==> config.mk <==
export PLATFORM = sky130hd
export DESIGN_NAME = decode_stage
export DESIGN_NICKNAME = d
export VERILOG_FILES = /design/src/rtl/decode_stage.sv
export SDC_FILE = /design/constraint.sdc
export NUM_CORES = 1
export LEC_CHECK = 0
export BUFFER_PORTS_ARGS = -buffer_cell sky130_fd_sc_hd__buf_2
export CAP_MARGIN = 20
export CORE_ASPECT_RATIO = 0.75
export CORE_MARGIN = 2
export CORE_UTILIZATION = 30
export DETAILED_ROUTE_END_ITERATION = 6
export SETUP_SLACK_MARGIN = 0.3
export SLEW_MARGIN = 20
export SYNTH_ARGS = -nofsm -noshare
export SYNTH_HDL_FRONTEND = slang
export SYNTH_SLANG_ARGS = --single-unit
export TNS_END_PERCENT = 5
==> constraint.sdc <==
create_clock -name clk_i -period 17.5 [get_ports clk_i]
set_clock_uncertainty 0.15 [all_clocks]
set_input_delay 5.25 -clock clk_i [delete_from_list [all_inputs] [get_ports clk_i]]
set_output_delay 5.25 -clock clk_i [all_outputs]
set_load 0.03 [all_outputs]
==> src/rtl/decode_stage.sv <==
`default_nettype none
// ============================================================================
// Module   : decode_stage
// Brief    : RV32 decode stage with a single registered output slot,
//            valid/ready handshake, early JAL redirect to fetch and
//            prioritised execute-stage redirect.
// Revision : 1.0 - initial release
// ============================================================================

package decode_stage_pkg;
    typedef struct packed {
        logic [31:0] pc;
        logic [31:0] instr;
    } fetch_t;
endpackage

module decode_stage #(
    parameter type F         = decode_stage_pkg::fetch_t,
    parameter int  JAL_EARLY = 1
) (
    input  logic        clk_i,
    input  logic        reset_i,
    // fetch side
    input  logic        valid_prod_i,
    output logic        ready_prod_o,
    input  F            data_i,
    // execute-stage redirect
    input  logic        ex_redirect_i,
    input  logic [31:0] ex_redirect_pc_i,
    // redirect to fetch
    output logic        redirect_o,
    output logic [31:0] redirect_pc_o,
    // decoded output
    output logic        valid_o,
    input  logic        ready_i,
    output logic [31:0] pc_o,
    output logic [6:0]  opcode_o,
    output logic [4:0]  rd_o,
    output logic [4:0]  rs1_o,
    output logic [4:0]  rs2_o,
    output logic [2:0]  funct3_o,
    output logic [6:0]  funct7_o,
    output logic [31:0] imm_o,
    output logic        illegal_o
);

    localparam logic       JAL_EN      = (JAL_EARLY == 1);

    localparam logic [6:0] OP_LOAD     = 7'b0000011;
    localparam logic [6:0] OP_IMM      = 7'b0010011;
    localparam logic [6:0] OP_JALR     = 7'b1100111;
    localparam logic [6:0] OP_SYSTEM   = 7'b1110011;
    localparam logic [6:0] OP_STORE    = 7'b0100011;
    localparam logic [6:0] OP_BRANCH   = 7'b1100011;
    localparam logic [6:0] OP_LUI      = 7'b0110111;
    localparam logic [6:0] OP_AUIPC    = 7'b0010111;
    localparam logic [6:0] OP_JAL      = 7'b1101111;
    localparam logic [6:0] OP_REG      = 7'b0110011;

    typedef enum logic [0:0] {
        RUN   = 1'b0,
        REDIR = 1'b1
    } state_t;

    state_t      state_q, state_d;
    logic [31:0] target_q, target_d;

    logic        valid_q, valid_d;
    logic [31:0] pc_q, pc_d;
    logic [6:0]  opcode_q, opcode_d;
    logic [4:0]  rd_q, rd_d;
    logic [4:0]  rs1_q, rs1_d;
    logic [4:0]  rs2_q, rs2_d;
    logic [2:0]  funct3_q, funct3_d;
    logic [6:0]  funct7_q, funct7_d;
    logic [31:0] imm_q, imm_d;
    logic        illegal_q, illegal_d;

    logic [63:0] w_data;
    logic [31:0] w_pc;
    logic [31:0] w_instr;
    logic [6:0]  w_opcode;
    logic [31:0] w_imm;
    logic        w_illegal;
    logic        w_ready;
    logic        w_fire;
    logic        w_jal_take;

    // The bundle is {pc, instr}; slice it as a flat vector.
    assign w_data   = data_i;
    assign w_pc     = w_data[63:32];
    assign w_instr  = w_data[31:0];
    assign w_opcode = w_instr[6:0];

    // Immediate generation and legality check for the incoming word.
    always_comb begin
        w_imm     = 32'd0;
        w_illegal = 1'b0;
        case (w_opcode)
            OP_LOAD, OP_IMM, OP_JALR, OP_SYSTEM:
                w_imm = {{20{w_instr[31]}}, w_instr[31:20]};
            OP_STORE:
                w_imm = {{20{w_instr[31]}}, w_instr[31:25], w_instr[11:7]};
            OP_BRANCH:
                w_imm = {{19{w_instr[31]}}, w_instr[31], w_instr[7],
                         w_instr[30:25], w_instr[11:8], 1'b0};
            OP_LUI, OP_AUIPC:
                w_imm = {w_instr[31:12], 12'd0};
            OP_JAL:
                w_imm = {{11{w_instr[31]}}, w_instr[31], w_instr[19:12],
                         w_instr[20], w_instr[30:21], 1'b0};
            OP_REG:
                w_imm = 32'd0;
            default:
                w_illegal = 1'b1;
        endcase
        // Every legal opcode already ends in 2'b11; the explicit check keeps
        // the rule obvious.
        if (w_instr[1:0] != 2'b11) begin
            w_illegal = 1'b1;
        end
    end

    // Accept only into a free (or draining) slot, never during a redirect.
    assign w_ready    = !reset_i && (!valid_q || ready_i) && !ex_redirect_i
                        && (state_q == RUN);
    assign w_fire     = valid_prod_i && w_ready;
    assign w_jal_take = JAL_EN && w_fire && (w_opcode == OP_JAL);

    assign ready_prod_o = w_ready;

    // Redirect FSM next state: one REDIR cycle after an accepted JAL.
    always_comb begin
        state_d  = state_q;
        target_d = target_q;
        case (state_q)
            RUN: begin
                if (w_jal_take) begin
                    state_d  = REDIR;
                    target_d = w_pc + w_imm;
                end
            end
            REDIR: begin
                state_d = RUN;
            end
            default: begin
                state_d = RUN;
            end
        endcase
        // Execute redirect cancels any pending decode redirect.
        if (ex_redirect_i) begin
            state_d = RUN;
        end
    end

    // Redirect outputs: execute target wins; address is zero when idle.
    always_comb begin
        redirect_o    = 1'b0;
        redirect_pc_o = 32'd0;
        if (!reset_i) begin
            if (ex_redirect_i) begin
                redirect_o    = 1'b1;
                redirect_pc_o = ex_redirect_pc_i;
            end else if (state_q == REDIR) begin
                redirect_o    = 1'b1;
                redirect_pc_o = target_q;
            end
        end
    end

    // Output slot next state: load on fire, drain on ready, flush on redirect.
    always_comb begin
        valid_d   = valid_q;
        pc_d      = pc_q;
        opcode_d  = opcode_q;
        rd_d      = rd_q;
        rs1_d     = rs1_q;
        rs2_d     = rs2_q;
        funct3_d  = funct3_q;
        funct7_d  = funct7_q;
        imm_d     = imm_q;
        illegal_d = illegal_q;
        if (ex_redirect_i) begin
            valid_d = 1'b0;
        end else if (w_fire) begin
            valid_d   = 1'b1;
            pc_d      = w_pc;
            opcode_d  = w_opcode;
            rd_d      = w_instr[11:7];
            funct3_d  = w_instr[14:12];
            rs1_d     = w_instr[19:15];
            rs2_d     = w_instr[24:20];
            funct7_d  = w_instr[31:25];
            imm_d     = w_imm;
            illegal_d = w_illegal;
        end else if (ready_i && valid_q) begin
            valid_d = 1'b0;
        end
    end

    // FSM state and latched JAL target.
    always_ff @(posedge clk_i or posedge reset_i) begin
        if (reset_i) begin
            state_q  <= RUN;
            target_q <= 32'd0;
        end else begin
            state_q  <= state_d;
            target_q <= target_d;
        end
    end

    // Registered decode outputs.
    always_ff @(posedge clk_i or posedge reset_i) begin
        if (reset_i) begin
            valid_q   <= 1'b0;
            pc_q      <= 32'd0;
            opcode_q  <= 7'd0;
            rd_q      <= 5'd0;
            rs1_q     <= 5'd0;
            rs2_q     <= 5'd0;
            funct3_q  <= 3'd0;
            funct7_q  <= 7'd0;
            imm_q     <= 32'd0;
            illegal_q <= 1'b0;
        end else begin
            valid_q   <= valid_d;
            pc_q      <= pc_d;
            opcode_q  <= opcode_d;
            rd_q      <= rd_d;
            rs1_q     <= rs1_d;
            rs2_q     <= rs2_d;
            funct3_q  <= funct3_d;
            funct7_q  <= funct7_d;
            imm_q     <= imm_d;
            illegal_q <= illegal_d;
        end
    end

    assign valid_o   = valid_q;
    assign pc_o      = pc_q;
    assign opcode_o  = opcode_q;
    assign rd_o      = rd_q;
    assign rs1_o     = rs1_q;
    assign rs2_o     = rs2_q;
    assign funct3_o  = funct3_q;
    assign funct7_o  = funct7_q;
    assign imm_o     = imm_q;
    assign illegal_o = illegal_q;

endmodule

`default_nettype wire

# [Yosys cells after proc, flatten, opt, wreduce, memory -nomap -nowiden]
# Index checks and enable logic that the tools add are counted.
[totals] ff_bits=131 latch_bits=0 mem_bits_rw=0 mem_bits_ro=0 in_bits=101 out_inout_bits=132 elab_cells=57 memories=0
[op_classes] addsub=1 n_mul=0 n_div=0 magnitude_cmp=0 n_eq_ne=11 shift=0 n_mux=15 bitwise=2 reduce_logical=16
[op_table] op="$pmux 32 s5" n=1
[op_table] op="$mux 32" n=3
[op_table] op="$add 32x32->32" n=1
[op_table] op="$eq 7x7->1 const B" n=4
[op_table] op="$eq 7x6->1 const B" n=3
[op_table] op="$eq 7x5->1 const B" n=2
[op_table] op="$mux 1" n=10
[op_table] op="$reduce_or 10->1" n=1
[op_table] op="$eq 7x2->1 const B" n=1
[op_table] op="$logic_and 1x1->1" n=6
[op_table] op="$reduce_and 2->1" n=2
[op_table] op="$reduce_or 4->1" n=1
[op_table] op="$logic_not 1->1" n=3
[op_table] op="$reduce_bool 3->1" n=1
[op_table] op="$ne 2x2->1 const B" n=1
[op_table] op="$not 1->1" n=2
[op_table] op="$pmux 1 s2" n=1
[op_table] op="$reduce_or 2->1" n=1
[op_table] op="$logic_or 1x1->1" n=1

# [Longest topological paths before layout]
# Gate-level depths: netlist (run 1).
[depth] word_depth=10 mapped_depth=16 mapped_depth_nobuf=15

# [Least setup slack after synthesis (run 1)]
# Ideal clock, no wire load.
[synth_path] path_type="input -> output" from="input reset_i" to="output ready_prod_o" arrival_time_ns=8.864 t_required_ns=12.100 setup_slack_ns=3.236 path_stages=3 n_path_buf=1 path_cell_list="buf_2 > inv_1 > and3_4"
[synth_between] elab_chain_cells=4
[synth_rtl] element="start, declared" line="22" text="input logic reset_i,"
[synth_rtl] element="$logic_not 1->1 (no line)"
[synth_rtl] element="$logic_and 1x1->1 (2 in a row)" line="125" text="assign w_ready = !reset_i && (!valid_q || ready_i) && !ex_redirect_i"
[synth_rtl] element="$logic_and 1x1->1" line="126" text="&& (state_q == RUN);"
[synth_rtl] element="end, declared" line="25" text="output logic ready_prod_o,"
# No other way between the ends.

# [Worst setup path after layout (run 1)]
# Same ends and word-level chain as after synthesis.

==> flow_summary.json, run 1 <==
{
  "syn_inst": 803,
  "avgRoutedWirePerCell_um": 17.89,
  "fp.dieH_um": 141.6,
  "finalWorstSetupSlack_ns": 5.472,
  "post-place-ws_ns": 5.406,
  "fin_crit_sh": 0.6873,
  "cts_tree": "built",
  "async_flop_share": 1.000,
  "tns_ns": 0,
  "crit_path_start": "reset_i",
  "synth-seq-cells": 131,
  "grt_max_degree": 80,
  "hp-start": "target_q[0]",
  "drive_above_1_share": 0.3588,
  "r2r_cells": 5,
  "hold_viol_final": 0,
  "clkTransAtPathRegs_ns": 0.05,
  "core_area_mm2": 0.02490,
  "clockBufferDepth": 2,
  "max-cap-violations": 0,
  "cts-hold-fix-buffers": 0,
  "cp-endpoint": "ready_prod_o",
  "final-setup-viol-count": 0,
  "syn_avg_cell_area_um2": 9.436,
  "ys_warn_count": 0,
  "min_path_cells": 2,
  "die_width_um": 187.5,
  "clk_latency_ns": 0.42,
  "place_hpwl_mm": 18.70,
  "htreeDepth": 4,
  "place_inst": 1327,
  "nNetsFinal": 1141,
  "final_cells": 1358,
  "synth_ff_type": "dfrtp_1",
  "criticalPathCategory": "input pin to primary output",
  "dr_total_vias": 6698,
  "grt_pass1_wl_mm": 37.71,
  "numPortBuffers": 232,
  "powerDensity_mw_per_mm2": 99.10,
  "r2r-end": "pc_o[26]",
  "postPlaceCellArea_mm2": 0.008985,
  "cts.sinks": 131,
  "status": "finished, final reports clean",
  "drtIter0Drc": 383,
  "synth_nets": 936,
  "rsz0062_at_grt": "no",
  "numCtsBuffers": 17,
  "slew_headroom": 0.3376,
  "diodes": 0,
  "place_congestion": 0.9461,
  "syn_to_final_growth_pct": 26.67,
  "worstPathMaxFanout": 62,
  "hold_path.class": "flip-flop to flip-flop",
  "required_ns": 12.10,
  "drt_wl_total_mm": 24.30,
  "postCtsSetupBuffers": 0,
  "die_area_mm2": 0.02656,
  "row_count": 50,
  "vias_per_cell": 4.932,
  "seq_area_frac_synth": 0.4326,
  "final_area_mm2": 0.009598,
  "track_usage": 0.1855,
  "hold_slack_ns": 0.3252,
  "ys_types": 54,
  "antenna_left": 0,
  "antenna_found_initial": 0,
  "start_kind": "input pin",
  "syn_area_mm2": 0.007577,
  "arrival_ns": 6.63,
  "ir_worst_vdd_mv": 0.09856,
  "crit_path_end_kind": "primary output",
  "firstDrtPassIters": 5,
  "io_pins": 233,
  "grt-ovfl-total": 0,
  "r2r-start": "state_q",
  "layout_min_cycle_time_ns": 12.03,
  "synth_edf_count": 0,
  "cts_root_buffer": "clkbuf_16",
  "worst_pin_slew_ns": 0.9937,
  "start_util": 0.3043,
  "max_freq_mhz": 83.14,
  "cts_resized": 0,
  "drc": 0,
  "slew_viol_final": 0,
  "power_leakage_nw": 4.850,
  "r2r_setup_slack_ns": 14.56,
  "grt_pass1_vias": 6454
}
-- cell usage after synthesis, types with 4 or more instances --
cell type,count,area (um^2)
xnor2_1,19,166.4
a211oi_1,4,30.03
mux2_2,90,1013
inv_1,19,71.32
buf_2,7,35.03
clkbuf_1,35,131.4
and2_1,8,50.05
o21a_1,8,60.06
o211ai_1,4,30.03
o31ai_1,4,30.03
o21bai_1,5,37.54
xor2_1,12,105.1
a21o_1,26,195.2
nor2_1,84,315.3
dfrtp_1,131,3278
nand3_1,8,40.04
nand4_1,9,56.30
a31oi_1,9,56.30
ha_1,31,387.9
a21oi_1,67,335.3
o21ai_0,63,315.3
buf_1,5,18.77
nand2_1,106,397.9
-- placed cells by master (no fill, tap or decap), types with 5 or more instances in the layout --
master and instances:
o21bai_1 5, buf_2 231, nand2_1 106, ha_1 31, nand3_1 8, a21o_1 26, and2_1 8, o21ai_0 63
o21a_1 8, nand4_1 9, a21oi_1 67, a31oi_1 9, clkbuf_16 17, xor2_1 12, nor2_1 84, inv_1 18
mux2_2 90, xnor2_1 19, dfrtp_1 130
-- through the flow --
step	total power, mW	utilization
floorplan	0.5086	-
global placement	0.5821	0.3609
detailed placement	0.5851	0.3609
CTS	0.9584	0.3853
global route	0.9908	0.3855
finish	0.9511	0.3855
-- kinds of logic after synthesis --
group,count (synthesis),share of synthesized area
AND/OR/NAND/NOR,235,0.1334
AO/OA/AOI/OAI,217,0.1752
flip-flops,131,0.4326
multiplexers,90,0.1338
buffers and inverters,67,0.03534
adder cells (fa/ha/maj),32,0.05383
XOR/XNOR,31,0.03583
-- registers in the layout, indices dropped and copies added, names as in the netlist, 3 cells and up --
signal and cells:
imm_o 32, opcode_o 7, target_q 32, pc_o 32
rd_o 5, funct7_o 7, rs2_o 5, rs1_o 5
funct3_o 3
-- layout make-up --
cell class / count / area [um^2]
Sequential cell: 131 / 3279
Inverter: 19 / 76.32
Timing Repair Buffer: 234 / 1179
Tap cell: 338 / 422.9
Clock inverter: 12 / 156.4
Clock buffer: 19 / 452.9
Multi-Input combinational cell: 605 / 4031
Fill cell: 2597 / 15300
-- per-layer routing --
metal	global-route usage	vias up	wire (um)
li1	-	3245	-
met5	0	-	0
met2	0.2594	252	9635
met4	0.05015	0	283
met1	0.2776	3184	12630
met3	0.05169	17	1751
-- report_power, final --
| group | total, mW | switching (mW) | internal (mW) | leakage [nW] |
|---|---|---|---|---|
| registers | 0.356 | 0.0174 | 0.338 | 1.69 |
| logic | 0.224 | 0.149 | 0.0750 | 2.88 |
| clock network | 0.371 | 0.140 | 0.231 | 0.287 |
-- worst max-delay path, stage by stage --
cell,delay [ns]
buf_2,0.30
inv_6,0.53
and3_4,0.32
buf_2,0.20
-- worst min-delay path by stage --
stage,endpoint,slack [ns]
after floorplan,target_q[0],0.30
after global placement,illegal_o,0.31
after detailed placement,rs2_o[0],0.32
after CTS,rs2_o[0],0.33
after global routing,rs2_o[0],0.34
final,target_q[0],0.33
No activity file was read; power rests on OpenSTA's default activity.
==> run 2: changes to the inputs <==
- clock period: 17.5 -> 10.3 ns (I/O delays scaled with it)
==> flow_summary.json, run 2 (synthesized netlist as in run 1, its figures left out) <==
{
  "slew_viol_final": 0,
  "die_area_mm2": 0.02656,
  "start_util": 0.3043,
  "final-setup-viol-count": 0,
  "cts_tree": "built",
  "grt_pass1_vias": 6494,
  "antenna_found_initial": 0,
  "cts_root_buffer": "clkbuf_16",
  "drtIter0Drc": 442,
  "tns_ns": 0,
  "final_cell_mix": "buf_2, dfrtp_1, nand2_1, mux2_2, nor2_1",
  "drc": 0,
  "total_power_mw": 1.642,
  "syn_to_final_growth_pct": 27.34,
  "clkTransAtPathRegs_ns": 0.06,
  "rsz0062_at_grt": "no",
  "grt_pass1_wl_mm": 37.67,
  "final_util": 0.3875,
  "hold_path.class": "flip-flop to flip-flop",
  "io_pins": 233,
  "antenna_left": 0,
  "cts-hold-fix-buffers": 0,
  "avgRoutedWirePerCell_um": 17.99,
  "finalWorstSetupSlack_ns": 2.548,
  "start_kind": "input pin",
  "max-cap-violations": 0,
  "hold_viol_final": 0,
  "multi_input_area_mm2": 0.004031,
  "dr_total_vias": 6772,
  "die_width_um": 187.5,
  "layout_min_cycle_time_ns": 7.752,
  "final_area_mm2": 0.009649,
  "arrival_ns": 4.51,
  "clk_latency_ns": 0.42,
  "fp.dieH_um": 141.6,
  "path_cells": "buf_2 -> nor2_1 -> a21oi_1 -> nor2_1 -> buf_2",
  "crit_path_end_kind": "primary output",
  "fill_cells": 2577,
  "drt_wl_total_mm": 24.46,
  "clockBufferDepth": 2,
  "powerDensity_mw_per_mm2": 170.1,
  "firstDrtPassIters": 4,
  "row_count": 50,
  "core_area_mm2": 0.02490,
  "layout_commonest_cell": "buf_2",
  "numPortBuffers": 232,
  "worst_pin_slew_ns": 1.067,
  "crit_slowest_cell": "buf_2",
  "criticalPathCategory": "input pin to primary output",
  "vias_per_cell": 4.979,
  "grt-ovfl-total": 0,
  "postCtsSetupBuffers": 0,
  "drive_above_1_share": 0.3595,
  "slew_headroom": 0.2886,
  "nNetsFinal": 1142,
  "max_freq_mhz": 129.0,
  "track_usage": 0.1862,
  "final-seq-area_mm2": 0.003279,
  "htreeDepth": 4,
  "postPlaceCellArea_mm2": 0.008985,
  "place_congestion": 0.9429,
  "worstPathMaxFanout": 66,
  "power_leakage_nw": 4.880,
  "status": "finished, final reports clean",
  "post-place-ws_ns": 2.535,
  "grt_max_degree": 80,
  "ir_worst_vdd_mv": 0.1302,
  "critPathMaxStageDelay_ns": 0.79,
  "fin_crit_sh": 0.7526,
  "place_hpwl_mm": 18.82,
  "numCtsBuffers": 17,
  "cts.sinks": 131,
  "cts_resized": 0,
  "required_ns": 7.06
}
-- run 2: changes by cell type in the layout (fill, tap and decap cells not counted), sizes merged --
cell	before	now
clkinvlp	4	2
buf	234	235
bufinv	3	4
clkinv	4	5
diode	0	1
-- run 2: through the flow --
step	std cells	hold slack, ns
final	1360	0.3257
after CTS	1358	0.3294
after global routing	1359	0.3455
after global placement	1327	0.3116
after detailed placement	1327	0.3155
after floorplan	803	0.2955
-- run 2: cell type report --
cell class / count / area share
multi-input cells: 605 / 0.4178
flip-flops and latches: 131 / 0.3399
repair buffers: 235 / 0.1247
clock buffers: 19 / 0.04694
well taps: 338 / 0.04383
clock inverters: 12 / 0.01867
inverters: 19 / 0.007910
diodes: 1 / 0.0002593
-- run 2: routing by layer --
layer / track usage / vias to the layer above / wire length (um)
li1: - / 3254 / -
met1: 0.2760 / 3239 / 12270
met2: 0.2653 / 265 / 9982
met3: 0.05244 / 14 / 1998
met4: 0.04600 / 0 / 206
met5: 0 / - / 0
-- run 2: worst paths after layout --
path / startpoint / end / slack [ns] / cells after the start
max reg2reg: state_q / pc_o[29] / 7.30 / 5
min reg2reg: illegal_o / illegal_o / 0.33 / 2
max in group asynchronous: reset_i / rd_o[2] / 6.09 / 4
min: illegal_o / illegal_o / 0.33 / 2
min in group asynchronous: reset_i / target_q[12] / 2.87 / 2
max: ex_redirect_i / redirect_pc_o[22] / 2.55 / 5
-- run 2: worst max-delay path: cells and delay by family --
kind            cells  cell delay (ns)
simple gates        2             0.23
buf+inv             2             0.99
compound gates      1             0.18
-- run 2: where the power goes --
group	leakage, nW	switching, mW	internal, mW
Clock	0.305	0.238	0.417
Combinational	2.89	0.254	0.129
Sequential	1.69	0.0297	0.575
Total	4.88	0.521	1.12
==> run 3: changes to the inputs <==
- clock period: 10.3 -> 7.8 ns (I/O delays scaled with it)
==> flow_summary.json, run 3 (synthesized netlist as in run 1, its figures left out) <==
{
  "antenna_left": 0,
  "max-cap-violations": 0,
  "final-setup-viol-count": 0,
  "postCtsSetupBuffers": 0,
  "clk_latency_ns": 0.43,
  "cts_root_buffer": "clkbuf_16",
  "arrival_ns": 3.43,
  "clkTransAtPathRegs_ns": 0.06,
  "drive_above_1_share": 0.3601,
  "grt_max_degree": 72,
  "drt_wl_total_mm": 25.03,
  "io_pins": 233,
  "criticalPathCategory": "input pin to primary output",
  "avgRoutedWirePerCell_um": 18.40,
  "fin_crit_sh": 0.7593,
  "crit_path_end_kind": "primary output",
  "diodes": 0,
  "nNetsFinal": 1142,
  "cts_resized": 0,
  "r2r-start": "state_q",
  "min_path_cells": 2,
  "worstPathMaxFanout": 66,
  "place_inst": 1328,
  "ir_worst_vdd_mv": 0.1456,
  "die_area_mm2": 0.02656,
  "finalWorstSetupSlack_ns": 1.877,
  "status": "finished, final reports clean",
  "place_congestion": 0.9397,
  "final_cell_mix": "buf_2, dfrtp_1, nand2_1, mux2_2, nor2_1",
  "fp.dieH_um": 141.6,
  "hold_viol_final": 0,
  "start_kind": "input pin",
  "die_width_um": 187.5,
  "powerDensity_mw_per_mm2": 227.9,
  "hold_slack_ns": 0.3296,
  "slew_viol_final": 0,
  "r2r_cells": 6,
  "hp-start": "target_q[3]",
  "numPortBuffers": 232,
  "dr_total_vias": 6681,
  "start_util": 0.3043,
  "antenna_found_initial": 1,
  "required_ns": 5.31,
  "hold_path.class": "flip-flop to flip-flop",
  "cts.sinks": 131,
  "layout_commonest_cell": "buf_2",
  "layout_min_cycle_time_ns": 5.923,
  "track_usage": 0.1906,
  "firstDrtPassIters": 5,
  "post-place-ws_ns": 1.516,
  "grt_pass1_vias": 6452,
  "max_freq_mhz": 168.8,
  "drtIter0Drc": 470,
  "rsz0062_at_grt": "no",
  "r2r_setup_slack_ns": 4.60,
  "vias_per_cell": 4.913,
  "clockBufferDepth": 2,
  "row_count": 50,
  "drc": 0,
  "min_to": "target_q[3]",
  "htreeDepth": 4,
  "numCtsBuffers": 17,
  "final_cells": 1360,
  "tns_ns": 0,
  "slew_headroom": 0.3882,
  "syn_to_final_growth_pct": 27.26,
  "cts-hold-fix-buffers": 0,
  "r2r-end": "target_q[30]",
  "cts_tree": "built",
  "grt-ovfl-total": 0,
  "grt_pass1_wl_mm": 38.35,
  "core_area_mm2": 0.02490,
  "fill_cells": 2551,
  "place_hpwl_mm": 19.18,
  "worst_pin_slew_ns": 0.9177,
  "power_leakage_nw": 4.882
}
## run 3: worst max-delay path by stage
| stage | start | cells after the start | slack, ns | end |
|---|---|---|---|---|
| 2_1_floorplan | reset_i | 3 | 0.33 | ready_prod_o |
| 3_5_place_dp | ex_redirect_i | 5 | 1.52 | redirect_pc_o[26] |
| 5_1_grt | data_i[1] | 14 | 1.63 | target_q[27] |
| 3_3_place_gp | ex_redirect_i | 5 | 1.53 | redirect_pc_o[26] |
| 6_report | ex_redirect_i | 5 | 1.88 | redirect_pc_o[1] |
| 4_1_cts | ex_redirect_i | 5 | 1.52 | redirect_pc_o[26] |
## run 3: cell type report
class	count	area [um^2]	share of cell area
Clock inverter	13	195.2	0.02024
Multi-Input combinational cell	605	4031	0.4181
Tap cell	338	422.9	0.04386
Timing Repair Buffer	235	1186	0.1230
Sequential cell	131	3279	0.3401
Inverter	19	75.07	0.007785
Clock buffer	19	452.9	0.04697
## run 3: worst max-delay path: stages
cell and delay [ns]:
buf_4 0.50, nor2_1 0.14, a21oi_1 0.16, nor2_1 0.07, buf_2 0.21
## run 3: report_power, final
group          leakage, nW  internal, mW  switching (mW)
Sequential            1.69         0.759          0.0397
Combinational         2.88         0.169           0.335
Clock                0.319         0.558           0.337
## run 3: stage by stage
| step | util | cell area [um^2] | power (mW) |
|---|---|---|---|
| 2_1_floorplan | - | 7581 | 1.141 |
| 3_3_place_gp | 0.3611 | 8991 | 1.310 |
| 3_5_place_dp | 0.3611 | 8991 | 1.315 |
| 4_1_cts | 0.3871 | 9639 | 2.223 |
| 5_1_grt | 0.3873 | 9643 | 2.297 |
| 6_report | 0.3873 | 9643 | 2.198 |
## run 3: metal layers
metal  up-vias  track usage  wire length (um)
li1       3230            -                 -
met1      3174       0.2916             13000
met2       260       0.2555              9791
met3        17      0.05590              1947
met4         0      0.05305               294
met5         -            0                 0
